### src/rtl/bus_sync_mcp_pkg.sv
`default_nettype none
// ============================================================================
//  Module      : bus_sync_mcp_pkg
//  Description : Constants shared by the CDC blocks. EN_MODE selects how a
//                synchronized qualifier is turned into a transfer event.
//  Revision    : 1.0  initial release
// ============================================================================
package bus_sync_mcp_pkg;

  // Qualifier interpretation for multi-cycle-path synchronizers.
  localparam int EN_MODE_LEVEL  = 0;  // event on synchronized rising edge
  localparam int EN_MODE_TOGGLE = 1;  // event on any synchronized edge

  // Smallest chain that still gives the metastability settling time the
  // multi-cycle-path scheme relies on.
  localparam int MIN_SYNC_STAGES = 2;

endpackage : bus_sync_mcp_pkg
`default_nettype wire

### src/rtl/bus_sync_mcp_sync_chain.sv
`default_nettype none
// ============================================================================
//  Module      : sync_chain
//  Description : Single-bit flop chain for bringing a quasi-static control
//                signal into the CLK domain. Reset clears every stage.
//  Ports       : CLK  in   destination clock
//                RST  in   asynchronous active-low reset
//                d_i  in   unsynchronized input
//                q_o  out  synchronized output (last stage)
//  Revision    : 1.0  initial release
// ============================================================================
module sync_chain
  import bus_sync_mcp_pkg::*;
#(
  parameter int NUM_STAGES = 2
) (
  input  logic CLK,
  input  logic RST,
  input  logic d_i,
  output logic q_o
);

  if (NUM_STAGES < MIN_SYNC_STAGES) begin : g_bad_stages
    $error("sync_chain: NUM_STAGES must be >= 2");
  end else begin : g_chain
    logic [NUM_STAGES-1:0] chain_q;

    always_ff @(posedge CLK or negedge RST) begin
      if (!RST) begin
        chain_q <= '0;
      end else begin
        // Bit 0 is the first (possibly metastable) stage.
        chain_q <= {chain_q[NUM_STAGES-2:0], d_i};
      end
    end

    assign q_o = chain_q[NUM_STAGES-1];
  end

endmodule : sync_chain
`default_nettype wire

### src/rtl/bus_sync_mcp.sv
`default_nettype none
// ============================================================================
//  Module      : bus_sync_mcp
//  Description : Multi-cycle-path bus synchronizer, destination domain.
//                Only the qualifier BUS_EN is synchronized; on a qualifier
//                event the quasi-static ASYNC_BUS is captured once and a
//                1-cycle strobe is emitted. A saturating transfer counter is
//                kept for status readback.
//  Ports       : CLK        in   destination clock
//                RST        in   asynchronous active-low reset
//                ASYNC_BUS  in   source data, unsynchronized
//                BUS_EN     in   source qualifier, unsynchronized
//                CNT_CLR    in   synchronous clear of XFER_CNT
//                SYNC_BUS   out  captured data, held until next event
//                EN_PULSE   out  1-cycle strobe, SYNC_BUS updated this cycle
//                SYNC_VALID out  sticky: at least one capture since reset
//                XFER_CNT   out  saturating event count
//  Revision    : 1.0  initial release
// ============================================================================
module bus_sync_mcp
  import bus_sync_mcp_pkg::*;
#(
  parameter int NUM_STAGES = 2,
  parameter int BUS_WIDTH  = 66,
  parameter int EN_MODE    = EN_MODE_LEVEL,
  parameter int CNT_WIDTH  = 8
) (
  input  logic                 CLK,
  input  logic                 RST,
  input  logic [BUS_WIDTH-1:0] ASYNC_BUS,
  input  logic                 BUS_EN,
  input  logic                 CNT_CLR,
  output logic [BUS_WIDTH-1:0] SYNC_BUS,
  output logic                 EN_PULSE,
  output logic                 SYNC_VALID,
  output logic [CNT_WIDTH-1:0] XFER_CNT
);

  if (NUM_STAGES < MIN_SYNC_STAGES) begin : g_bad_stages
    $error("bus_sync_mcp: NUM_STAGES must be >= 2");
  end

  logic                 en_s;
  logic                 evt;

  logic                 en_prev_q,    en_prev_d;
  logic [BUS_WIDTH-1:0] sync_bus_q,   sync_bus_d;
  logic                 en_pulse_q,   en_pulse_d;
  logic                 sync_valid_q, sync_valid_d;
  logic [CNT_WIDTH-1:0] xfer_cnt_q,   xfer_cnt_d;

  sync_chain #(
    .NUM_STAGES (NUM_STAGES)
  ) u_en_sync (
    .CLK (CLK),
    .RST (RST),
    .d_i (BUS_EN),
    .q_o (en_s)
  );

  // en_prev resets to 0, so a qualifier already high at reset release is
  // seen as an edge once it reaches the end of the chain.
  if (EN_MODE == EN_MODE_TOGGLE) begin : g_evt_toggle
    assign evt = en_s ^ en_prev_q;
  end else begin : g_evt_level
    assign evt = en_s & ~en_prev_q;
  end

  always_comb begin
    en_prev_d    = en_s;
    sync_bus_d   = sync_bus_q;
    en_pulse_d   = 1'b0;
    sync_valid_d = sync_valid_q;
    xfer_cnt_d   = xfer_cnt_q;

    // ASYNC_BUS is only sampled here: by the time evt fires the source
    // contract guarantees the bus has been stable for the chain latency.
    if (evt) begin
      sync_bus_d   = ASYNC_BUS;
      en_pulse_d   = 1'b1;
      sync_valid_d = 1'b1;
    end

    // A clear coinciding with an event leaves that event counted.
    if (CNT_CLR) begin
      xfer_cnt_d = evt ? CNT_WIDTH'(1) : '0;
    end else if (evt && !(&xfer_cnt_q)) begin
      xfer_cnt_d = xfer_cnt_q + CNT_WIDTH'(1);
    end
  end

  always_ff @(posedge CLK or negedge RST) begin
    if (!RST) begin
      en_prev_q    <= 1'b0;
      sync_bus_q   <= '0;
      en_pulse_q   <= 1'b0;
      sync_valid_q <= 1'b0;
      xfer_cnt_q   <= '0;
    end else begin
      en_prev_q    <= en_prev_d;
      sync_bus_q   <= sync_bus_d;
      en_pulse_q   <= en_pulse_d;
      sync_valid_q <= sync_valid_d;
      xfer_cnt_q   <= xfer_cnt_d;
    end
  end

  assign SYNC_BUS   = sync_bus_q;
  assign EN_PULSE   = en_pulse_q;
  assign SYNC_VALID = sync_valid_q;
  assign XFER_CNT   = xfer_cnt_q;

endmodule : bus_sync_mcp
`default_nettype wire
### config.mk
export PLATFORM = sky130hd
export DESIGN_NAME = bus_sync_mcp
export DESIGN_NICKNAME = d
export VERILOG_FILES = /design/src/rtl/bus_sync_mcp_pkg.sv /design/src/rtl/bus_sync_mcp_sync_chain.sv /design/src/rtl/bus_sync_mcp.sv
export SDC_FILE = /design/constraint.sdc
export NUM_CORES = 1
export LEC_CHECK = 0
export CAP_MARGIN = 40
export CELL_PAD_IN_SITES_DETAIL_PLACEMENT = 0
export CELL_PAD_IN_SITES_GLOBAL_PLACEMENT = 1
export CORE_UTILIZATION = 31
export DETAILED_ROUTE_END_ITERATION = 6
export PLACE_DENSITY = 0.88
export SYNTH_ARGS = -nofsm -noshare
export SYNTH_HDL_FRONTEND = slang
export SYNTH_HIERARCHICAL = 1
export SYNTH_SLANG_ARGS = --single-unit
### constraint.sdc
create_clock -name CLK -period 2.57 [get_ports CLK]
set_clock_uncertainty 0.1 [all_clocks]
set_input_delay 0.3855 -clock CLK [delete_from_list [all_inputs] [get_ports CLK]]
set_output_delay 0.3855 -clock CLK [all_outputs]
set_load 0.02 [all_outputs]
==> impl_metrics.yaml <==
layout:
  fin_nets: 551
  final_cell_mix: "nand2_1, clkdlybuf4s50_1, dfrtp_1"
  n_antenna_cell: 0
  syn_to_final_growth_pct: 58.4
  final_common_cell: "nand2_1"
  layout-drive-gt1-share_pct: 5.36
worst_setup_path:
  critPathMaxFanout: 5
  critPathBufInv: 1
  cp.arrival_ps: 1430
  start_kind: "flop"
  cp_top_family: "buffers and inverters"
  critPathKind: "flop to output port"
  critical-path-slowest-cell: "clkdlybuf4s50_1"
  path_cells: "clkdlybuf4s50_1"
  ff2ff_setup_slack_ps: 900
  cp-end-kind: "output port"
  crit_required_ps: 2080
  cpPeakStageDelay_ps: 640
job:
  cap_violations: 0
grt:
  grt_max_degree: 70
  grt_usage_pct: 15.7
  overflow: 0
  grt_pass1_vias: 2649
  grt_pass1_wl_um: 12400
  antenna_found_initial: 0
synthesis:
  synth_fp_nets: 406
  synth-async-reset-ratio_pct: 100
  synth_area_leaders: "dfrtp_1, nand2_1, buf_2, nand2b_1, clkbuf_1"
  synth_sequential_area_ratio_pct: 64.0
  synth_compound_area_share_pct: 2.96
  synthesis.area_um2: 3090
  synth_xor_area_share_pct: 0
  synth-simple-area-share_pct: 29.0
  syn_inst: 335
  yosys.area.top_type_share_pct: 64.0
  ys_ff_latch: 79
  synth.distinct_cells: 33
  synth_edf_count: 0
  synth_top_family_by_area: "simple AND/OR/NAND/NOR gates"
  yosysTopAreaCell: "dfrtp_1"
  synth_fa_ha_area_share_pct: 0.405
  yosys_warnings: 6
  syn_area_per_cell_um2: 9.22
  synth_flop_cell: "dfrtp_1"
  muxShareOfSynthArea_pct: 0.810
floorplan:
  start_util_pct: 31.7
  die-area_um2: 10400
  ioPinCount: 146
  core_area_um2: 9730
  rows: 36
  die_h_um: 102
  die_w_um: 102
clock_tree:
  clockBufferDepth: 2
  cts_tree: "yes"
  clock_latency_ps: 340
  clk_root_buffer_cell: "clkbuf_8"
  path_clk_slew_ps: 90
  cts_max_level: 3
  cts_buffers: 9
  clkSinkCount: 79
timing:
  clock.fmax_mhz: 521
  period_share_pct: 74.6
  hold_viol_final: 0
  tns_ps: 0
  worst_pin_slew_ps: 717
  min_period_ps: 1920
  drv_slew: 0
  final-setup-viol-count: 0
  maxSlewHeadroom_pct: 52.2
  rsz0062_at_grt: "false"
routing:
  routed_wl_um: 7810
  drc: 0
  drtIter0Drc: 97
  ant_nets: 0
  vias_per_cell: 4.34
  vias: 2683
  drtPass1Iterations: 4
  wl_per_cell_um: 12.6
worst_hold_path:
  holdCritPathClass: "flop to flop"
power_and_ir_drop:
  p_clk_share_pct: 29.3
  cellLeakagePower_nw: 2.33
  switching_share_pct: 28.8
  share_comb_of_total_power_pct: 24.3
  finalPower_mw: 3.15
  switching_power_mw: 0.908
  internal_power_mw: 2.24
  p_per_area_nw_per_um2: 644
  power_frac_seq_pct: 46.4
  ir_drop_mv: 0.241
place:
  detailed_place_hpwl_um: 5350
  io_buffers: 145
  gp_congestion: 0.757
outcome:
  status: "completed"
-- cell type report --
| class | instances | area, µm² |
|---|---|---|
| clock inverters | 5 | 57.6 |
| fillers | 930 | 4840 |
| multi-input cells | 236 | 1030 |
| well taps | 133 | 166 |
| clock buffers | 11 | 141 |
| inverters | 4 | 15.0 |
| repair buffers | 150 | 1510 |
| flip-flops and latches | 79 | 1980 |
-- per-stage QoR --
stage               setup WS, ps  util [%]  hold WS (ps)  instances  cell area [µm²]
floorplan                   1000         -         -10.1        335             3090
global placement             905      47.9           234        600             4660
detailed placement           878      48.1           241        601             4680
CTS                          628      50.3           272        618             4890
global route                 579      50.3           282        618             4890
finish                       652      50.3           269        618             4890
-- Yosys cell counts (all sizes together) (2+ instances only) --
library cell,n
buf,10
nor4,2
nand2b,6
nand2,200
nor2,3
inv,4
dfrtp,79
and4,2
clkbuf,6
a211oi,2
-- cells by family (layout without fill, tap and decap cells) --
family / count (synthesis) / after routing
DFF: 79 / 79
and+or+nand+nor: 221 / 221
AOI/OAI and AO/OA: 12 / 12
muxes: 2 / 2
buffers and inverters: 20 / 170
adders and majority gates: 1 / 1
-- final timing paths --
| path | start | to | cells after the start |
|---|---|---|---|
| max | XFER_CNT[0] | XFER_CNT[0] | 1 |
| min | u_en_sync/g_chain.chain_q[0] | u_en_sync/g_chain.chain_q[1] | 0 |
| max reg2reg | en_prev_q | XFER_CNT[2] | 4 |
| min reg2reg | u_en_sync/g_chain.chain_q[0] | u_en_sync/g_chain.chain_q[1] | 0 |
| max in group asynchronous | RST | SYNC_BUS[4] | 3 |
| min in group asynchronous | RST | SYNC_BUS[47] | 2 |
-- routing by layer --
layer  track usage, %  vias up  part of all wire (%)
met5                0        -                     0
met4             5.57        0                  0.79
met3             5.59        6                   9.5
met2             25.1      111                    46
met1             19.6     1232                    44
li1                 -     1334                     -
-- power by group through the flow --
stage	clock, mW	sequential [mW]	combinational (mW)
3_5_place_dp	0	1.48	0.776
6_report	0.924	1.46	0.765
5_1_grt	1.02	1.48	0.833
3_3_place_gp	0	1.48	0.756
2_1_floorplan	0	1.65	0.149
4_1_cts	0.956	1.46	0.777
-- what timing repair did --
action,CTS,global route
hold endpoints to repair,36,0
gates resized for setup,0,0
setup buffers,0,0
hold buffers,1,0
-- sequential cells by signal (all words and copies together) (netlist names) --
| signal | cells |
|---|---|
| XFER_CNT | 8 |
| SYNC_VALID | 1 |
| en_prev_q | 1 |
| EN_PULSE | 1 |
| SYNC_BUS | 66 |
| u_en_sync/g_chain.chain_q | 2 |
(Power assumes the default switching activity.)
